`src/rtl/btn_conditioner.sv`:
```
`default_nettype none
// +----------------------------------------------------------------------------+
// | btn_conditioner: synchronises buttons/switches, debounces each button and   |
// | emits a one-cycle press strobe. Auto-repeat: BTN_CONDITIONER_AUTOREPEAT_EN.  |
// | Revision: 1.0                                                               |
// +----------------------------------------------------------------------------+
module btn_conditioner #(
  parameter int              NBTN       = 5,
  parameter int              SW_W       = 16,
  parameter int              DB_CYCLES  = 500000,
  parameter int              RPT_DELAY  = 25000000,
  parameter int              RPT_PERIOD = 5000000,
  parameter logic [NBTN-1:0] RPT_MASK   = '0
) (
  input  logic            clk,
  input  logic            rst_n,
  input  logic [NBTN-1:0] btn_raw_i,
  input  logic [SW_W-1:0] sw_raw_i,
  output logic [NBTN-1:0] btn_level_o,
  output logic [NBTN-1:0] btn_pulse_o,
  output logic [SW_W-1:0] sw_sync_o
);

  localparam int            CW      = (DB_CYCLES > 1) ? $clog2(DB_CYCLES) : 1;
  localparam logic [CW-1:0] CNT_MAX = CW'(DB_CYCLES - 1);

  typedef enum logic [1:0] {
    IDLE      = 2'd0,
    CHK_PRESS = 2'd1,
    PRESSED   = 2'd2,
    CHK_REL   = 2'd3
  } state_e;

  logic [NBTN-1:0] btn_s1_q, btn_s2_q;
  logic [SW_W-1:0] sw_s1_q, sw_s2_q;

  always_ff @(posedge clk or negedge rst_n) begin
    if (!rst_n) begin
      btn_s1_q <= '0;
      btn_s2_q <= '0;
      sw_s1_q  <= '0;
      sw_s2_q  <= '0;
    end else begin
      btn_s1_q <= btn_raw_i;
      btn_s2_q <= btn_s1_q;
      sw_s1_q  <= sw_raw_i;
      sw_s2_q  <= sw_s1_q;
    end
  end

  assign sw_sync_o = sw_s2_q;

`ifndef BTN_CONDITIONER_AUTOREPEAT_EN
  logic w_unused_rpt_cfg;
  assign w_unused_rpt_cfg = (RPT_DELAY == 0) ^ (RPT_PERIOD == 0) ^ (^RPT_MASK);
`endif

  genvar i;
  generate
    for (i = 0; i < NBTN; i++) begin : g_btn
      state_e        state_q, state_d;
      logic [CW-1:0] cnt_q, cnt_d;
      logic          level_q, level_d;
      logic          press_d;
      logic          pulse_q;
      logic          rpt_fire;
      logic          synced;

      assign synced = btn_s2_q[i];

      always_comb begin
        state_d = state_q;
        cnt_d   = cnt_q;
        level_d = level_q;
        press_d = 1'b0;
        case (state_q)
          IDLE: begin
            if (synced) begin
              state_d = CHK_PRESS;
              cnt_d   = '0;
            end
          end
          CHK_PRESS: begin
            if (!synced) begin
              state_d = IDLE;
            end else if (cnt_q == CNT_MAX) begin
              state_d = PRESSED;
              level_d = 1'b1;
              press_d = 1'b1;
            end else begin
              cnt_d = cnt_q + 1'b1;
            end
          end
          PRESSED: begin
            if (!synced) begin
              state_d = CHK_REL;
              cnt_d   = '0;
            end
          end
          CHK_REL: begin
            // A bounce back to 1 resumes the held state silently.
            if (synced) begin
              state_d = PRESSED;
            end else if (cnt_q == CNT_MAX) begin
              state_d = IDLE;
              level_d = 1'b0;
            end else begin
              cnt_d = cnt_q + 1'b1;
            end
          end
          default: state_d = IDLE;
        endcase
      end

      always_ff @(posedge clk or negedge rst_n) begin
        if (!rst_n) begin
          state_q <= IDLE;
          cnt_q   <= '0;
          level_q <= 1'b0;
          pulse_q <= 1'b0;
        end else begin
          state_q <= state_d;
          cnt_q   <= cnt_d;
          level_q <= level_d;
          pulse_q <= press_d | rpt_fire;
        end
      end

`ifdef BTN_CONDITIONER_AUTOREPEAT_EN
      if (RPT_MASK[i]) begin : g_rpt
        localparam int            RMAX    = (RPT_DELAY > RPT_PERIOD) ? RPT_DELAY : RPT_PERIOD;
        localparam int            RW      = (RMAX > 1) ? $clog2(RMAX) : 1;
        localparam logic [RW-1:0] DLY_MAX = RW'(RPT_DELAY - 1);
        localparam logic [RW-1:0] PER_MAX = RW'(RPT_PERIOD - 1);

        logic [RW-1:0] rcnt_q, rcnt_d;
        logic          rep_q, rep_d;

        // rep_q selects the period once the initial delay has elapsed.
        always_comb begin
          rcnt_d   = rcnt_q + 1'b1;
          rep_d    = rep_q;
          rpt_fire = 1'b0;
          if ((state_q != PRESSED) || !synced) begin
            rcnt_d = '0;
            rep_d  = 1'b0;
          end else if (rcnt_q == (rep_q ? PER_MAX : DLY_MAX)) begin
            rpt_fire = 1'b1;
            rcnt_d   = '0;
            rep_d    = 1'b1;
          end
        end

        always_ff @(posedge clk or negedge rst_n) begin
          if (!rst_n) begin
            rcnt_q <= '0;
            rep_q  <= 1'b0;
          end else begin
            rcnt_q <= rcnt_d;
            rep_q  <= rep_d;
          end
        end
      end else begin : g_no_rpt
        assign rpt_fire = 1'b0;
      end
`else
      assign rpt_fire = 1'b0;
`endif

      assign btn_level_o[i] = level_q;
      assign btn_pulse_o[i] = pulse_q;
    end
  endgenerate

endmodule
`default_nettype wire
```
`config.mk`:
```
export PLATFORM = sky130hd
export DESIGN_NAME = btn_conditioner
export DESIGN_NICKNAME = d
export VERILOG_FILES = /design/src/rtl/btn_conditioner.sv
export SDC_FILE = /design/constraint.sdc
export NUM_CORES = 1
export LEC_CHECK = 0
export ABC_CLOCK_PERIOD_IN_PS = 2300
export CORE_UTILIZATION = 59
export DETAILED_ROUTE_END_ITERATION = 12
export PLACE_DENSITY = 0.8
export RECOVER_POWER = 100
export SYNTH_ARGS = -nofsm -noshare
export SYNTH_HDL_FRONTEND = slang
export SYNTH_SLANG_ARGS = --single-unit
export TNS_END_PERCENT = 1
```
`constraint.sdc`:
```
create_clock -name clk -period 2.3 [get_ports clk]
set_clock_uncertainty 0.1 [all_clocks]
set_input_delay 0.23 -clock clk [delete_from_list [all_inputs] [get_ports clk]]
set_output_delay 0.23 -clock clk [all_outputs]
set_load 0.1 [all_outputs]
```
==> summary.txt, run 1 <==
Run status
  • Status: finished, final reports clean

STA
  • Final setup fails: 0
  • Final min period: between 2 and 2.5 ns
  • Final Hold Viols: 0
  • Worst rel slew slack: 20.2%
  • Final slew viol count: 0
  • Actual slew at the worst max-slew pin: about 1.2 ns
  • Fin crit share: a little over nine tenths
  • F_max: about 460 MHz
  • RSZ-0062 raised after global routing: yes
  • Setup TNS: 0 ns

Placed design
  • Dpl cells: 955
  • Routability cong.: between 0.8 and 0.9
  • Placed inst area: ~8100 µm²
  • Number of buffers added on ports: between 40 and 50
  • DP HPWL: 10100 µm

Clock network
  • Inserted Clock Buffers: 17
  • Clock-pin slew on the worst setup and hold paths: 0.06 ns
  • H-tree Lvls: 4
  • Root buf cell: clkbuf_16
  • Post-CTS Setup Inserts: 0
  • Total clock sinks: ~160
  • CTS Buffer Depth: 2
  • Worst skew pair latency: between 0.4 and 0.5 ns
  • CTS tree: yes

Global route
  • Vias in the first global route: approximately 5600
  • Antenna violations before repair: 0
  • First-pass GRT wire length: between 20000 and 30000 µm
  • Total GRT Usage: between 20 and 30%
  • Gr ovfl total: 0
  • Pin count of the biggest net entering global routing: 75

Worst hold path
  • Hold worst-path end: sw_sync_o[5]
  • Hold Crit Start: sw_s1_q[5]
  • Min-delay worst type: register to register
  • Hold Path Depth: 0

Floorplan
  • Row Count: 40
  • Die width: roughly 110 µm
  • Die height: between 100 and 150 µm
  • # IOs: 49
  • Initial Util: around 61%
  • Core area: about 12000 µm²
  • Full die area: roughly 13000 µm²

Drt
  • Via count: 5847
  • Initial drt markers: approximately 400
  • Via density: 5.92
  • Routed Antenna Nets: 0
  • Wirelength per Cell: ~15 µm
  • Total Wirelength: roughly 15000 µm
  • First-pass detailed-route iteration total: 5
  • DRC violation count after routing: 0

Synth
  • Cells after Synth: approximately 750
  • Post-synthesis sequential area ratio: between 50% and 60%
  • Synth Area in XOR/XNOR: between 4 and 5%
  • Primary FF master, synth: dfrtp_1
  • Syn_area_per_cell: 9.85 µm²
  • Mapped cell area: approximately 7400 µm²
  • Asr flop ratio synth: 100%
  • Synth top area cells: dfrtp_1 53%, nand2_1 4.6%, nand3_1 3.5%, nor2_1 3.4%, o21ai_0 3.3%
  • #FFs+latches synth: around 160
  • Simple-gate share of the synthesized area: 23.4%
  • Synth warn: 0
  • Synth top area share: between 50% and 60%
  • EDFF count, synth: 0
  • Multiplexer area fraction after synthesis: under 10%
  • Post-synthesis adder-cell area fraction: 0.849%
  • Commonest cells in the netlist: 157 x dfrtp_1, 91 x nand2_1, 66 x nor2_1
  • Post-Syn Nets: 776
  • Post-synth cell types: 57
  • Post-synth top area cell: dfrtp_1
  • Synth Area in Compound Gates: 12.8%
  • Count leader, synth: dfrtp_1
  • Main combinational cell family by area after synthesis: simple AND/OR/NAND/NOR gates

Setup path
  • Critical Path AT: 2.39 ns
  • Crit-path leading delay family: simple AND/OR/NAND/NOR gates
  • Worst r2r path cells: 5
  • Beginning of the critical path: g_btn[4].cnt_q[12]
  • Worst path max stage delay: between 0.5 and 0.6 ns
  • CP Depth: 5
  • Cell breakdown of the critical path: nor4b_4 > nand2_1 > or4_4 > mux2_1 > a22o_1
  • Nature of the critical path endpoint: register
  • WS Path Type: register to register
  • FF-to-FF setup slack: between 0.1 and 0.15 ns
  • Worst path required time: approximately 2.5 ns
  • Critical Path Source Type: register
  • WP buf/inv: 0
  • Worst r2r src: g_btn[4].cnt_q[12]
  • Slowest cell on the critical path: or4_4
  • Worst flop-to-flop path endpoint: g_btn[4].cnt_q[0]
  • CP max FO: 7

Power
  • Peak supply drop: 0.625 mV
  • Tot Pwr: between 6 and 7 mW
  • Pleak: 3.61 nW
  • Pwr Density: roughly 720 nW/µm²

Finish
  • Share of cells above drive strength 1: 8.41%
  • # fillers: between 900 and 1000
  • N_diodes: 0
  • # nets final: 835
  • Area Growth Syn to Fin: 15.3%
  • Sequential cell area: around 4000 µm²
  • Design area: between 8000 and 9000 µm²
  • Finished Layout Cells: around 1000
  • Area of the multi-input gates: approximately 3200 µm²

Job
  • Max Cap Viol: 0
==> cell families after synthesis <==
logic type | Yosys count
AND/OR/NAND/NOR | 336
flip-flops | 157
adder cells (fa/ha/maj) | 5
buffers and inverters | 53
multiplexers | 15
AO/OA/AOI/OAI | 147
XOR/XNOR | 35
==> final cells by class <==
cell class	count	area share [%]
flip-flops and latches	157	46.3
multi-input cells	538	37.7
repair buffers	75	5.89
clock buffers	20	5.26
well taps	168	2.48
clock inverters	12	1.64
inverters	18	0.796
==> power by group <==
group	switching (mW)	total (mW)	leakage, nW	internal [mW]
sequential	0.119	2.98	2.07	2.86
clock	1.10	2.73	0.285	1.63
combinational	0.298	0.433	1.25	0.135
==> flip-flops by register name, indices dropped and copies added (netlist names), named ones only <==
name	cells
g_btn.cnt_q	95
sw_s1_q	16
sw_sync_o	16
btn_s1_q	5
btn_s2_q	5
g_btn.level_q	5
g_btn.pulse_q	5
g_btn.state_q	5
==> repair_timing <==
item                                   CTS  global route
setup endpoints to repair                0             5
endpoints found under the hold margin   71             0
resized for setup                        0             3
hold buffers                             1             0
==> layout by cell type, fill, tap and decap left out, types with 11 or more instances in the layout <==
cell / n
dlygate4sd3_1: 22
nor2_1: 66
mux2i_1: 12
nand4_1: 23
xor2_1: 16
clkbuf_16: 17
or3_1: 11
nand2_1: 91
inv_1: 18
xnor2_1: 18
o21ai_0: 50
nor3_1: 22
clkbuf_1: 29
dfrtp_1: 156
o31ai_1: 11
buf_4: 13
nor4_1: 13
a21oi_1: 27
nand3_1: 52
a22o_1: 14
==> worst max-delay path by stage <==
| stage | end | slack, ns |
|---|---|---|
| after floorplan | g_btn[4].cnt_q[0] | 0.21 |
| after global placement | g_btn[4].cnt_q[0] | 0.16 |
| after detailed placement | g_btn[4].cnt_q[0] | 0.09 |
| after CTS | g_btn[4].cnt_q[0] | 0.06 |
| after global routing | register | -0.02 |
| final | g_btn[4].cnt_q[0] | 0.13 |
==> layer usage <==
| metal | global-route usage [%] | wire [µm] | vias to the layer above | part of all wire [%] |
|---|---|---|---|---|
| met5 | 0 | 0 | - | 0 |
| met4 | 9.12 | 209 | 0 | 1.4 |
| met3 | 6.27 | 620 | 23 | 4.1 |
| met2 | 42.9 | 7650 | 135 | 51 |
| met1 | 32.0 | 6520 | 2859 | 43 |
| li1 | - | - | 2830 | - |
==> stage by stage <==
stage,setup slack (ns),hold WS (ns),util [%]
finish,0.128,0.247,70.1
global route,-0.0206,0.232,70.1
CTS,0.0609,0.124,71.4
detailed placement,0.0864,0.198,66.5
floorplan,0.214,-0.166,-
global placement,0.159,0.190,66.5
Note: power is estimated with default switching activity, not from simulation.
==> inputs of run 2 (changes only) <==
--- a/config.mk
+++ b/config.mk
@@ -7,6 +7,8 @@
 export LEC_CHECK = 0
 export ABC_CLOCK_PERIOD_IN_PS = 2300
 export CORE_UTILIZATION = 59
+export CTS_BUF_LIST = sky130_fd_sc_hd__clkbuf_16
+export CTS_CLUSTER_SIZE = 25
 export DETAILED_ROUTE_END_ITERATION = 12
 export PLACE_DENSITY = 0.8
 export RECOVER_POWER = 100
==> summary.txt, run 2 (synthesized netlist as in run 1, its figures left out) <==
Setup path
  • Critical Path AT: 2.39 ns
  • WS Path Type: register to register
  • CP max FO: 7
  • Worst path required time: approximately 2.5 ns
  • Critical Path Source Type: register
  • FF-to-FF setup slack: approximately 0.12 ns
  • Worst flop-to-flop path endpoint: g_btn[4].cnt_q[0]
  • Nature of the critical path endpoint: register
  • Worst r2r src: g_btn[4].cnt_q[12]
  • Worst r2r path cells: 5

Finish
  • Design area: between 8000 and 9000 µm²
  • # nets final: 835
  • Commonest non-fill, non-tap cell in the layout: dfrtp_1
  • Finished Layout Cells: a little under 1000
  • Area Growth Syn to Fin: 15.1%
  • Share of cells above drive strength 1: between 8 and 9%
  • N_diodes: 0
  • Largest register FFs: 95
  • Final Util: 70.0%
  • # fillers: 939
  • Most frequent cells in the layout: 156 x dfrtp_1, 91 x nand2_1, 66 x nor2_1
  • Most flop-heavy register: g_btn.cnt_q
  • Sequential cell area: ~3900 µm²
  • Area of the multi-input gates: 3200 µm²

Placed design
  • Placed inst area: 8050 µm²
  • Place WS: 0.0864 ns
  • DP HPWL: about 10000 µm
  • Number of buffers added on ports: 48
  • Routability cong.: between 0.8 and 0.9
  • Dpl cells: approximately 960

Global route
  • GRT busiest layer: met2
  • Grt met1 use: 31.8%
  • GRT met2 Usage: between 40% and 50%
  • Gr ovfl total: 0
  • Total GRT Usage: between 20% and 30%
  • Pin count of the biggest net entering global routing: 75
  • Vias in the first global route: 5666
  • GR Util met3: under 10%
  • First-pass GRT wire length: approximately 26000 µm
  • Antenna violations before repair: 0

Floorplan
  • Die width: roughly 110 µm
  • Core area: ~12000 µm²
  • Die height: 114 µm
  • Row Count: 40
  • # IOs: between 40 and 50
  • Full die area: 12900 µm²
  • Initial Util: roughly three fifths

Drt
  • Wirelength per Cell: 15.1 µm
  • Via density: 5.93
  • Routed Antenna Nets: 0
  • Initial drt markers: 368
  • First-pass detailed-route iteration total: 5
  • DRC violation count after routing: 0
  • Via count: between 5000 and 6000
  • Total Wirelength: 15000 µm

Power
  • Peak supply drop: 0.625 mV
  • Pwr Density: between 700 and 800 nW/µm²
  • Pleak: ~3.6 nW
  • Tot Pwr: 6.10 mW

STA
  • Fin crit share: 94.7%
  • Actual slew at the worst max-slew pin: roughly 1.2 ns
  • PnR worst setup slack: 0.122 ns
  • Final slew viol count: 0
  • Setup TNS: 0 ns
  • Final min period: 2.18 ns
  • Final Hold Viols: 0
  • F_max: about 460 MHz
  • Final setup fails: 0
  • RSZ-0062 raised after global routing: yes
  • WHS: between 0.2 and 0.25 ns
  • Worst rel slew slack: between 20% and 30%

Clock network
  • H-tree Lvls: 4
  • Total clock sinks: approximately 160
  • Root buf cell: clkbuf_16
  • Clock-pin slew on the worst setup and hold paths: about 0.06 ns
  • Post-CTS Setup Inserts: 0
  • CTS Buffer Depth: 2
  • Worst skew pair latency: ~0.43 ns
  • Inserted Clock Buffers: 17
  • CTS tree: yes

Worst hold path
  • Hold worst-path end: sw_sync_o[5]
  • Min-delay worst type: register to register
  • Hold Crit Start: sw_s1_q[5]
  • Hold Path Depth: 0

Run status
  • Status: finished, final reports clean

Job
  • Max Cap Viol: 0
## run 2: changes by cell type in the layout (fill, tap and decap cells not counted)
cell,delta
clkbuf_8,-1
clkbuf_1,-2
clkinv_1,+1
inv_1,+2
## run 2: cell type report
| cell class | count | area share, % |
|---|---|---|
| well taps | 168 | 2.48 |
| flip-flops and latches | 157 | 46.3 |
| multi-input cells | 538 | 37.7 |
| clock buffers | 17 | 5.02 |
| inverters | 18 | 0.797 |
| clock inverters | 15 | 1.77 |
| repair buffers | 75 | 5.90 |
## run 2: timing repair
action | 4_1_cts | 5_1_grt
hold endpoints to repair | 71 | 0
setup endpoints to repair | 0 | 5
gates resized for setup | 0 | 3
hold buffers | 1 | 0
## run 2: where the power goes
part           switching (mW)  internal, mW  total, mW  leakage [nW]
clock network            1.09          1.59       2.68         0.288
logic                   0.298         0.135      0.432          1.25
registers               0.118          2.86       2.98          2.07
total                    1.51          4.59       6.10          3.61
## run 2: worst max-delay path, cell delays in order, from the launching register on
cell and delay, ns:
dfrtp_1 0.46, nor4b_4 0.27, nand2_1 0.12, or4_4 0.59
mux2_1 0.34, a22o_1 0.18
## run 2: how the worst max path moves through the flow
stage	from	endpoint	slack, ns	depth (start not counted)
CTS	g_btn[4].cnt_q[0]	g_btn[4].cnt_q[0]	0.06	5
detailed placement	g_btn[4].cnt_q[0]	g_btn[4].cnt_q[0]	0.09	5
global placement	g_btn[4].cnt_q[0]	g_btn[4].cnt_q[0]	0.16	5
floorplan	g_btn[4].cnt_q[0]	g_btn[4].cnt_q[0]	0.21	5
finish	g_btn[4].cnt_q[12]	g_btn[4].cnt_q[0]	0.12	5
global route	g_btn[4].cnt_q[1]	register	-0.02	7
## run 2: routing by layer
| metal | vias up | share of wire (%) |
|---|---|---|
| li1 | 2832 | - |
| met1 | 2880 | 44 |
| met2 | 126 | 51 |
| met3 | 24 | 3.8 |
| met4 | 0 | 1.4 |
| met5 | - | 0 |
